<file path="config.mk">
export PLATFORM = sky130hd
export DESIGN_NAME = ysyx_rob_mc
export DESIGN_NICKNAME = d
export VERILOG_FILES = /design/src/rtl/ysyx_rob_pkg.sv /design/src/rtl/ysyx_rob_rat.sv /design/src/rtl/ysyx_rob_mc.sv
export SDC_FILE = /design/constraint.sdc
export NUM_CORES = 2
export LEC_CHECK = 0
export ABC_AREA = 1
export CAP_MARGIN = 0
export CORE_MARGIN = 2
export CORE_UTILIZATION = 25
export DETAILED_ROUTE_END_ITERATION = 7
export DONT_BUFFER_PORTS = 1
export PLACE_DENSITY = 0.38
export RECOVER_POWER = 50
export SLEW_MARGIN = 30
export SYNTH_ARGS = -nofsm -noshare
export SYNTH_HDL_FRONTEND = slang
export SYNTH_HIERARCHICAL = 1
export SYNTH_SLANG_ARGS = --single-unit
</file>
<file path="constraint.sdc">
create_clock -name clock -period 8.5 [get_ports clock]
set_input_delay 2.55 -clock clock [delete_from_list [all_inputs] [get_ports clock]]
set_output_delay 2.55 -clock clock [all_outputs]
set_load 0.01 [all_outputs]
</file>
<file path="src/rtl/ysyx_rob_pkg.sv">
`default_nettype none
// ============================================================================
// ysyx_rob_pkg : shared types and helpers for the multi-commit reorder buffer
// Revision: 1.0
// ============================================================================
package ysyx_rob_pkg;

    typedef enum logic [1:0] {
        CM = 2'd0,
        WB = 2'd1,
        EX = 2'd2
    } rob_state_t;

    // Tag 0 is reserved for "no producer", so tags need one bit more than the index.
    function automatic int tagw(input int rob_size);
        return $clog2(rob_size) + 1;
    endfunction

endpackage
`default_nettype wire

</file>
<file path="src/rtl/ysyx_rob_rat.sv">
`default_nettype none
// ============================================================================
// ysyx_rob_rat : register-alias table (busy bit + producing ROB index per reg)
// Revision: 1.0
// ============================================================================
module ysyx_rob_rat
    import ysyx_rob_pkg::*;
#(
    parameter int REG_NUM  = 16,
    parameter int ROB_SIZE = 8,
    parameter int CM_WIDTH = 2
) (
    input  logic                              clock,
    input  logic                              reset,
    input  logic                              clear_i,
    input  logic                              disp_en_i,
    input  logic [$clog2(REG_NUM)-1:0]        disp_rd_i,
    input  logic [$clog2(ROB_SIZE)-1:0]       disp_idx_i,
    input  logic [CM_WIDTH-1:0]               cm_en_i,
    input  logic [CM_WIDTH*$clog2(REG_NUM)-1:0]  cm_rd_i,
    input  logic [CM_WIDTH*$clog2(ROB_SIZE)-1:0] cm_idx_i,
    output logic [REG_NUM-1:0]                busy_o,
    output logic [REG_NUM*$clog2(ROB_SIZE)-1:0]  reorder_o
);

    localparam int RW   = $clog2(REG_NUM);
    localparam int IDXW = $clog2(ROB_SIZE);

    logic [REG_NUM-1:0] busy_q;
    logic [REG_NUM-1:0] busy_d;
    logic [IDXW-1:0]    reorder_q [REG_NUM];
    logic [IDXW-1:0]    reorder_d [REG_NUM];

    // Slots are visited in order so a later slot's index check wins; dispatch is applied last.
    always_comb begin
        busy_d    = busy_q;
        reorder_d = reorder_q;
        for (int s = 0; s < CM_WIDTH; s++) begin
            if (cm_en_i[s] && (reorder_q[cm_rd_i[s*RW +: RW]] == cm_idx_i[s*IDXW +: IDXW])) begin
                busy_d[cm_rd_i[s*RW +: RW]] = 1'b0;
            end
        end
        if (disp_en_i) begin
            busy_d[disp_rd_i]    = 1'b1;
            reorder_d[disp_rd_i] = disp_idx_i;
        end
    end

    always_ff @(posedge clock) begin
        if (reset || clear_i) begin
            busy_q <= '0;
            for (int r = 0; r < REG_NUM; r++) begin
                reorder_q[r] <= '0;
            end
        end else begin
            busy_q    <= busy_d;
            reorder_q <= reorder_d;
        end
    end

    assign busy_o = busy_q;

    for (genvar r = 0; r < REG_NUM; r++) begin : g_reorder_out
        assign reorder_o[r*IDXW +: IDXW] = reorder_q[r];
    end

endmodule
`default_nettype wire

</file>
<file path="src/rtl/ysyx_rob_mc.sv">
`default_nettype none
// ============================================================================
// ysyx_rob_mc : reorder buffer with multi-port writeback, bypassed operand
//               lookup and up to two in-order commits per cycle
// Revision: 1.0
// ============================================================================
module ysyx_rob_mc
    import ysyx_rob_pkg::*;
#(
    parameter int ROB_SIZE = 8,
    parameter int REG_NUM  = 16,
    parameter int XLEN     = 32,
    parameter int WB_PORTS = 2,
    parameter int CM_WIDTH = 2
) (
    input  logic                              clock,
    input  logic                              reset,
    input  logic                              disp_valid,
    output logic                              disp_ready,
    input  logic [4:0]                        disp_rd,
    input  logic [XLEN-1:0]                   disp_pc,
    input  logic [XLEN-1:0]                   disp_pnpc,
    input  logic                              disp_store,
    input  logic                              disp_fence_i,
    output logic [tagw(ROB_SIZE)-1:0]         disp_tag,
    input  logic [4:0]                        rs1,
    input  logic [4:0]                        rs2,
    output logic [tagw(ROB_SIZE)-1:0]         q1,
    output logic [tagw(ROB_SIZE)-1:0]         q2,
    output logic [XLEN-1:0]                   v1,
    output logic [XLEN-1:0]                   v2,
    output logic                              hit1,
    output logic                              hit2,
    input  logic [WB_PORTS-1:0]               wb_valid,
    input  logic [WB_PORTS*tagw(ROB_SIZE)-1:0] wb_tag,
    input  logic [WB_PORTS*XLEN-1:0]          wb_result,
    input  logic [WB_PORTS*XLEN-1:0]          wb_npc,
    input  logic [WB_PORTS-1:0]               wb_trap,
    input  logic                              sq_ready,
    output logic [CM_WIDTH-1:0]               cm_valid,
    output logic [CM_WIDTH*5-1:0]             cm_rd,
    output logic [CM_WIDTH*XLEN-1:0]          cm_result,
    output logic [CM_WIDTH*XLEN-1:0]          cm_pc,
    output logic [CM_WIDTH-1:0]               cm_store,
    output logic                              flush,
    output logic                              flush_trap,
    output logic [XLEN-1:0]                   flush_pc,
    output logic [tagw(ROB_SIZE)-1:0]         count
);

    localparam int TAGW = tagw(ROB_SIZE);
    localparam int IDXW = $clog2(ROB_SIZE);
    localparam int RW   = $clog2(REG_NUM);

    rob_state_t      state_q  [ROB_SIZE];
    logic [4:0]      rd_q     [ROB_SIZE];
    logic [XLEN-1:0] pc_q     [ROB_SIZE];
    logic [XLEN-1:0] pnpc_q   [ROB_SIZE];
    logic [XLEN-1:0] npc_q    [ROB_SIZE];
    logic [XLEN-1:0] result_q [ROB_SIZE];
    logic            store_q  [ROB_SIZE];
    logic            fence_q  [ROB_SIZE];
    logic            trap_q   [ROB_SIZE];

    logic [IDXW-1:0] head_q;
    logic [IDXW-1:0] tail_q;
    logic [TAGW-1:0] count_q;
    logic [TAGW-1:0] count_d;
    logic            flush_q;
    logic            flush_trap_q;
    logic [XLEN-1:0] flush_pc_q;

    logic            disp_fire;
    logic [IDXW-1:0] head1;
    logic            fire0;
    logic            fire1;
    logic            redir0;
    logic [IDXW-1:0] wb_idx [WB_PORTS];
    logic            wb_dup;

    logic [REG_NUM-1:0]      rat_busy;
    logic [REG_NUM*IDXW-1:0] rat_reorder;
    logic [CM_WIDTH*RW-1:0]  rat_cm_rd;
    logic [CM_WIDTH*IDXW-1:0] rat_cm_idx;

    // ---------------------------------------------------------------- dispatch
    assign disp_ready = (count_q != TAGW'(ROB_SIZE)) && !flush_q;
    assign disp_fire  = disp_valid && disp_ready;
    assign disp_tag   = TAGW'(tail_q) + TAGW'(1);

    // ---------------------------------------------------------------- commit
    assign head1 = head_q + IDXW'(1);

    always_comb begin
        fire0  = (state_q[head_q] == WB) && (!store_q[head_q] || sq_ready) && !flush_q;
        redir0 = fence_q[head_q] || trap_q[head_q] || (npc_q[head_q] != pnpc_q[head_q]);
        fire1  = (CM_WIDTH == 2) && fire0 && !redir0
                 && (state_q[head1] == WB) && !store_q[head1];
    end

    assign count_d = count_q + TAGW'(disp_fire) - TAGW'(fire0) - TAGW'(fire1);

    for (genvar s = 0; s < CM_WIDTH; s++) begin : g_slot
        logic [IDXW-1:0] idx;
        assign idx                         = head_q + IDXW'(s);
        assign cm_valid[s]                 = (s == 0) ? fire0 : fire1;
        assign cm_rd[s*5 +: 5]             = rd_q[idx];
        assign cm_result[s*XLEN +: XLEN]   = result_q[idx];
        assign cm_pc[s*XLEN +: XLEN]       = pc_q[idx];
        assign cm_store[s]                 = store_q[idx];
        assign rat_cm_rd[s*RW +: RW]       = rd_q[idx][RW-1:0];
        assign rat_cm_idx[s*IDXW +: IDXW]  = idx;
    end

    // ---------------------------------------------------------------- writeback
    for (genvar p = 0; p < WB_PORTS; p++) begin : g_wb_idx
        assign wb_idx[p] = wb_tag[p*TAGW +: IDXW] - IDXW'(1);
    end

    always_comb begin
        wb_dup = 1'b0;
        for (int a = 0; a < WB_PORTS; a++) begin
            for (int b = a + 1; b < WB_PORTS; b++) begin
                if (wb_valid[a] && wb_valid[b] && (wb_tag[a*TAGW +: TAGW] == wb_tag[b*TAGW +: TAGW])) begin
                    wb_dup = 1'b1;
                end
            end
        end
    end

    a_wb_unique_tag: assert property (@(posedge clock) disable iff (reset) !wb_dup);

    // ---------------------------------------------------------------- state update
    always_ff @(posedge clock) begin
        if (reset || flush_q) begin
            for (int i = 0; i < ROB_SIZE; i++) begin
                state_q[i] <= CM;
            end
            head_q  <= '0;
            tail_q  <= '0;
            count_q <= '0;
            flush_q <= 1'b0;
            if (reset) begin
                flush_pc_q   <= '0;
                flush_trap_q <= 1'b0;
            end
        end else begin
            if (disp_fire) begin
                state_q[tail_q] <= EX;
                rd_q[tail_q]    <= disp_rd;
                pc_q[tail_q]    <= disp_pc;
                pnpc_q[tail_q]  <= disp_pnpc;
                store_q[tail_q] <= disp_store;
                fence_q[tail_q] <= disp_fence_i;
                trap_q[tail_q]  <= 1'b0;
                tail_q          <= tail_q + IDXW'(1);
            end
            // Later ports overwrite earlier ones when tags collide.
            for (int p = 0; p < WB_PORTS; p++) begin
                if (wb_valid[p] && (wb_tag[p*TAGW +: TAGW] != '0) && (state_q[wb_idx[p]] == EX)) begin
                    state_q[wb_idx[p]]  <= WB;
                    result_q[wb_idx[p]] <= wb_result[p*XLEN +: XLEN];
                    npc_q[wb_idx[p]]    <= wb_npc[p*XLEN +: XLEN];
                    trap_q[wb_idx[p]]   <= wb_trap[p];
                end
            end
            if (fire0) begin
                state_q[head_q] <= CM;
            end
            if (fire1) begin
                state_q[head1] <= CM;
            end
            head_q  <= head_q + IDXW'(fire0) + IDXW'(fire1);
            count_q <= count_d;
            flush_q <= fire0 && redir0;
            if (fire0 && redir0) begin
                flush_pc_q   <= npc_q[head_q];
                flush_trap_q <= trap_q[head_q];
            end
        end
    end

    assign flush      = flush_q;
    assign flush_pc   = flush_pc_q;
    assign flush_trap = flush_trap_q;
    assign count      = count_q;

    // ---------------------------------------------------------------- alias table
    ysyx_rob_rat #(
        .REG_NUM  (REG_NUM),
        .ROB_SIZE (ROB_SIZE),
        .CM_WIDTH (CM_WIDTH)
    ) u_rat (
        .clock      (clock),
        .reset      (reset),
        .clear_i    (flush_q),
        .disp_en_i  (disp_fire && (disp_rd != 5'd0)),
        .disp_rd_i  (disp_rd[RW-1:0]),
        .disp_idx_i (tail_q),
        .cm_en_i    (cm_valid),
        .cm_rd_i    (rat_cm_rd),
        .cm_idx_i   (rat_cm_idx),
        .busy_o     (rat_busy),
        .reorder_o  (rat_reorder)
    );

    // ---------------------------------------------------------------- operand lookup
    logic [4:0]      src_rs  [2];
    logic [IDXW-1:0] src_idx [2];
    logic [TAGW-1:0] src_tag [2];
    logic [TAGW-1:0] src_q   [2];
    logic            src_hit [2];
    logic [XLEN-1:0] src_v   [2];

    assign src_rs[0] = rs1;
    assign src_rs[1] = rs2;

    // A producer still in EX can be satisfied by a writeback landing this very cycle.
    always_comb begin
        for (int k = 0; k < 2; k++) begin
            src_idx[k] = rat_reorder[src_rs[k][RW-1:0]*IDXW +: IDXW];
            src_tag[k] = TAGW'(src_idx[k]) + TAGW'(1);
            src_q[k]   = '0;
            src_hit[k] = 1'b0;
            src_v[k]   = '0;
            if ((src_rs[k] != 5'd0) && rat_busy[src_rs[k][RW-1:0]]) begin
                if (state_q[src_idx[k]] == WB) begin
                    src_hit[k] = 1'b1;
                    src_v[k]   = result_q[src_idx[k]];
                end else begin
                    src_q[k] = src_tag[k];
                    for (int p = 0; p < WB_PORTS; p++) begin
                        if (wb_valid[p] && (wb_tag[p*TAGW +: TAGW] == src_tag[k])) begin
                            src_q[k]   = '0;
                            src_hit[k] = 1'b1;
                            src_v[k]   = wb_result[p*XLEN +: XLEN];
                        end
                    end
                end
            end
        end
    end

    assign q1   = src_q[0];
    assign q2   = src_q[1];
    assign hit1 = src_hit[0];
    assign hit2 = src_hit[1];
    assign v1   = src_v[0];
    assign v2   = src_v[1];

endmodule
`default_nettype wire
</file>
Word level (Yosys, flattened, before mapping)
Memory sizes are Yosys's and may differ from the RTL's. A register that Yosys moved wholly into a read port is not among the register bits.
Index checks and enable logic that the tools add are counted.
{"block": "op_classes", "addsub": 12, "n_mul": 2, "magnitude_cmp": 12, "eq_ne": 15, "shift": 2, "mux": 93, "bitwise_logic": 8, "n_reduce_logical": 45}
{"op": "$mux 32", "n": 11}
{"op": "$shiftx 48x7->3", "n": 2}
{"op": "$mux 3", "n": 19}
{"op": "$bwmux 48", "n": 1}
{"op": "$mux 16", "n": 3}
{"op": "$mux 1", "n": 38}
{"op": "$and 16x16->16", "n": 2}
{"op": "$mux 4", "n": 8}
{"op": "$ne 32x32->1", "n": 1}
{"op": "$not 16->16", "n": 2}
{"op": "$logic_and 1x1->1", "n": 25}
{"op": "$lt 4x5->1 const B", "n": 5}
{"op": "$bmux 3 s4", "n": 2}
{"op": "$eq 4x4->1", "n": 4}
{"op": "$or 16x16->16", "n": 1}
{"op": "$ge 5x5->1 const B", "n": 3}
{"op": "$not 4->5", "n": 3}
{"op": "$reduce_bool 5->1", "n": 3}
{"op": "$add 3x1->4 const B", "n": 3}
{"op": "$demux 1 s4", "n": 3}
{"op": "$demux 3 s4", "n": 1}
{"op": "$ge 4x1->1 const B", "n": 3}
{"op": "$mul 4x2->6 const B", "n": 2}
{"op": "$mux 2", "n": 5}
{"op": "other kinds (18)", "n": 39}
{"block": "totals", "register_bits": 108, "ramBits": 1104, "in_bits": 225, "output_inout_bits": 259, "n_memories": 9}
{"name": "npc_q", "words": 8, "word_bits": 32, "rd": 1, "rd_ports_with_merged_regs": 1, "write_ports": 2, "line_no": "ysyx_rob_mc.sv:59", "source": "logic [XLEN-1:0] npc_q [ROB_SIZE];"}
{"name": "pc_q", "words": 8, "word_bits": 32, "rd": 2, "rd_ports_with_merged_regs": 1, "write_ports": 1, "line_no": "ysyx_rob_mc.sv:57", "source": "logic [XLEN-1:0] pc_q [ROB_SIZE];"}
{"name": "pnpc_q", "words": 8, "word_bits": 32, "rd": 1, "rd_ports_with_merged_regs": 1, "write_ports": 1, "line_no": "ysyx_rob_mc.sv:58", "source": "logic [XLEN-1:0] pnpc_q [ROB_SIZE];"}
{"name": "result_q", "words": 8, "word_bits": 32, "rd": 4, "rd_ports_with_merged_regs": 1, "write_ports": 2, "line_no": "ysyx_rob_mc.sv:60", "source": "logic [XLEN-1:0] result_q [ROB_SIZE];"}
{"name": "rd_q", "words": 8, "word_bits": 5, "rd": 2, "rd_ports_with_merged_regs": 1, "write_ports": 1, "line_no": "ysyx_rob_mc.sv:56", "source": "logic [4:0] rd_q [ROB_SIZE];"}
{"name": "state_q", "words": 8, "word_bits": 2, "rd": 6, "rd_ports_with_merged_regs": 1, "write_ports": 8, "line_no": "ysyx_rob_mc.sv:55", "source": "rob_state_t state_q [ROB_SIZE];"}
{"name": "3 more memories"}

Longest topological paths before layout
{"block": "depth", "depth_word": 12, "ltp_mapped": 28, "ltp_nobuf": 25}

By module
Netlist, hierarchy kept.
{"mod": "ysyx_rob_mc", "n_inst": 1, "cells_each": 7318, "area_per_inst_um2": 62691.4, "seq_area_each_um2": 34202.8}
{"mod": "ysyx_rob_rat", "n_inst": 1, "cells_each": 681, "area_per_inst_um2": 3952.5, "seq_area_each_um2": 1281.2}

Worst setup path before layout
No wires, ideal clock.
{"block": "synth_path", "path_type": "in2reg", "from": "in disp_valid", "to": "mem trap_q[6], enable pin", "setup_ns": 0.311, "t_arrival_ns": 8.271, "required_time_ns": 8.189, "path_slack_ns": -0.081, "cell_stages": 6, "path_buffers": 0, "path_cell_list": "nand2_1 -> nor2_1 -> inv_1 -> nor3_1 -> inv_1 -> nand2_1"}
{"element": "start: declaration", "line_no": "ysyx_rob_mc.sv:18", "source": "input logic disp_valid,"}
{"element": "end: declaration", "line_no": "ysyx_rob_mc.sv:63", "source": "logic trap_q [ROB_SIZE];"}

Worst setup path in the final report
{"block": "layout_path", "from": "in rs2[0]", "to": "out v2[22]"}
{"block": "layout_between", "elab_chain_len": 9, "elab_cells_between_ends": 18, "cone_classes": "add/sub (1); mul (1); eq/ne (3); shift (1); mux (6); reduce/logical (4); memory (2)"}
{"element": "start: declaration", "line_no": "ysyx_rob_mc.sv:27", "source": "input logic [4:0] rs2,"}
{"element": "$mul 4x2->6", "line_no": "ysyx_rob_mc.sv:221", "source": "src_idx[k] = rat_reorder[src_rs[k][RW-1:0]*IDXW +: IDXW];"}
{"element": "$shiftx 48x7->3", "line_no": "ysyx_rob_mc.sv:221"}
{"element": "$add 3x1->4", "line_no": "ysyx_rob_mc.sv:222", "source": "src_tag[k] = TAGW'(src_idx[k]) + TAGW'(1);"}
{"element": "$eq 4x4->1", "line_no": "ysyx_rob_mc.sv:233", "source": "if (wb_valid[p] && (wb_tag[p*TAGW +: TAGW] == src_tag[k])) begin"}
{"element": "$logic_and 1x1->1", "line_no": "ysyx_rob_mc.sv:233"}
{"element": "$mux 32 (2 in series)", "line_no": "ysyx_rob_mc.sv:233"}
{"element": "$mux 32", "line_no": "ysyx_rob_mc.sv:227", "source": "if (state_q[src_idx[k]] == WB) begin"}
{"element": "$mux 32 (*)", "line_no": "ysyx_rob_mc.sv:226", "source": "if ((src_rs[k] != 5'd0) && rat_busy[src_rs[k][RW-1:0]]) begin"}
{"element": "end: declaration", "line_no": "ysyx_rob_mc.sv:31", "source": "output logic [XLEN-1:0] v2,"}
Every way passes the cells marked *; elsewhere a longest branch is shown, timed or not. The select of a mux whose other input is x is not followed.

==> results_dict.tcl <==
set metrics [dict create \
    dp_cells 11163 \
    synth_nets 8238 \
    grt_max_degree 260 \
    antenna_found_initial 32 \
    wire_per_inst_um 28.10 \
    grtUsageMet1 0.3022 \
    netlist.area_leader.share 0.5051 \
    cp.required_ns 5.95 \
    wl_mm 321.8 \
    io_buffers 0 \
    cts-root-buf "clkbuf_16" \
    gp_congestion 0.8843 \
    crit_top_cell "nor2_1" \
    dieArea_um2 270700 \
    die_y_um 520.3 \
    p_int_mw 11.09 \
    critPathMaxFanout 43 \
    hold_viol_final 0 \
    skew_ns 0.06478 \
    whs_ns 0.4942 \
    async_reset_ff_frac 0 \
    hp-class "register to register" \
    cts_tree "yes" \
    slew_viol_final 707 \
    ys.flop_type "edfxtp_1" \
    synth.avg_cell_area_um2 8.332 \
    ant_nets 0 \
    clock_latency_ns 0.86 \
    cts_max_level 4 \
    p_switching_mw 3.921 \
    clock_path_buffers 4 \
    synth_area_leaders "edfxtp_1 51%, nand2_1 16%, o21ai_1 3.3%" \
    drive_gt1_frac 0.06860 \
    fin_nets 8035 \
    crit_path_max_incr_delay_ns 0.51 \
    clk_pin_slew_ns 0.06 \
    synth.yosys.warnings 6 \
    cp-end-kind "primary output" \
    outcome "complete, but fails checks" \
    synth_edf_count 1121 \
    violations "max-capacitance violations, max-slew violations" \
    synthToLayoutAreaGrowth_pct 13.55 \
    crit_type "primary input to primary output" \
    grtUsageMet2 0.3669 \
    grt_usage 0.2294 \
    power_mw 15.01 \
    grt_overflow 0 \
    finalSetupViolations 0 \
    cts_setup_buffers 0 \
    synth_area_um2 66640 \
    cts_sinks 1212 \
    fin_cells 11454 \
    start_util 0.2514 \
    p_clk_frac 0.456 \
    slew_headroom -1.517 \
    viasPerCell 5.176 \
    combPwrFrac 0.100 \
    synth.distinct_cells 51 \
    synth_area_leader_cell "edfxtp_1" \
    irDropWorstVdd_v 0.0001243 \
    io_pins 484 \
    swShare 0.2612 \
    ys_ff_latch 1212 \
    drv_cap 20 \
    first_iter_violations 6810 \
    final_cell_mix "2831 x nand2_1, 1121 x edfxtp_1, 526 x inv_1" \
    drt_first_pass_iters 7 \
    p_leak_nw 29.08 \
    start_kind "primary input" \
    fin_util 0.2855 \
    worst_slew_pin_slew_ns 3.776 \
    slowest_stage "clkinv_2" \
    rows 189 \
    tns_ns 0 \
    layout_commonest_cell "nand2_1" \
    num_vias 59290 \
    drc 0 \
    grt_util_met3 0.05337 \
    post-route-min-period_ns 8.205 \
    min_period_over_period 0.9653 \
    core_um2 265100 \
    grt_setup_unrepaired "false" \
    p_seq_frac 0.444 \
    grt_pass1_vias 55947 \
    fmax_mhz 121.9 \
    netlist_instances 7999 \
    grt_pass1_wl_mm 445.7 \
    cts_buffers 163 \
    path_cells "inv_2, nor2_1, a21oi_1, o21ai_1, nand2_1, nand2_1, a21oi_2, ha_1, inv_1, o21ai_0, a21oi_1, o21ai_1, a21oi_4, nand3_2, clkinv_2, buf_4, nor2_1, nor2_1, nor2_1, buf_4" \
    ys_seq_area_frac 0.5324 \
    grt_busiest_layer "met2" \
    die_w_um 520.3 \
    power_density_nw_per_um2 198.4 \
    arrival_ns 5.65 \
    hpwl_mm 194.6 \
]
-- power groups by stage --
| stage | clock [mW] | sequential [mW] | combinational, mW |
|---|---|---|---|
| after floorplan | 0 | 6.78 | 0.974 |
| after global placement | 0 | 6.78 | 1.48 |
| after detailed placement | 0 | 6.78 | 1.49 |
| after CTS | 7.01 | 6.66 | 1.49 |
| after global routing | 7.21 | 6.67 | 1.63 |
| final | 6.84 | 6.67 | 1.50 |
-- through the flow --
stage	setup slack [ns]	area, um^2
after global routing	0.02196	75660
after CTS	0.1967	75820
after floorplan	-0.08125	66640
after global placement	0.3493	70550
after detailed placement	0.3523	70660
final	0.2953	75670
-- worst paths after layout --
check,depth (start not counted),endpoint,slack (ns),startpoint
min reg2reg,2,u_rat/busy_o[13],0.49,u_rat/busy_o[13]
max reg2reg,13,flush_pc[21],1.10,head_q[0]
min,2,u_rat/busy_o[13],0.49,u_rat/busy_o[13]
max,20,v2[22],0.30,rs2[0]
-- kinds of logic after synthesis --
group                    synth area share
multiplexers                    0.0001502
adder cells (fa/ha/maj)          0.002966
AO/OA/AOI/OAI                      0.1616
XOR/XNOR                        0.0009200
buffers and inverters             0.07470
AND/OR/NAND/NOR                    0.2272
flip-flops                         0.5324
-- cells in the mapped netlist (all sizes together) (3+ instances only) --
cell type / n
o2111ai: 56
nand3: 320
a22o: 11
dfxtp: 91
nand4: 118
o21ai: 885
xor2: 4
or2: 4
a21boi: 14
inv: 572
nand2: 2849
o2bb2ai: 8
a221oi: 171
nor2: 453
a22oi: 58
edfxtp: 1121
clkbuf: 189
a211oi: 17
a31oi: 3
nor3: 36
a21oi: 322
fa: 3
o22ai: 123
ha: 11
buf: 409
xnor2: 3
o211ai: 140
-- what timing repair did --
item / 4_1_cts / 5_1_grt
resized for setup: 0 / 1
hold buffers: 0 / 0
setup endpoints to repair: 0 / 1
-- cell type report --
type / count / area [um^2]
Fill cell: 28012 / 189400
Multi-Input combinational cell: 5617 / 26460
Tap cell: 3533 / 4420
Clock inverter: 89 / 854.6
Sequential cell: 1212 / 35500
Inverter: 572 / 2178
Timing Repair Buffer: 230 / 1951
Antenna cell: 6 / 15.01
Clock buffer: 195 / 4303
-- worst max-delay path, delay by kind of cell --
family / cells / cell delay (ns)
AO/OA/AOI/OAI: 7 / 0.93
adder cells (fa/ha/maj): 1 / 0.20
buffers and inverters: 5 / 1.27
AND/OR/NAND/NOR: 7 / 0.66
-- layer usage --
layer,up-vias,wire length [um]
li1,27113,-
met1,28882,136800
met2,2695,146000
met3,586,27200
met4,14,11730
met5,-,72
-- sequential cells by signal, summed over array words and instances (netlist names), 16 cells and up --
| name | flops |
|---|---|
| npc_q | 256 |
| pc_q | 256 |
| pnpc_q | 256 |
| result_q | 256 |
| u_rat/reorder_o | 48 |
| rd_q | 40 |
| flush_pc | 32 |
| state_q | 16 |
| u_rat/busy_o | 16 |
Power figures use the tool's default switching activity.
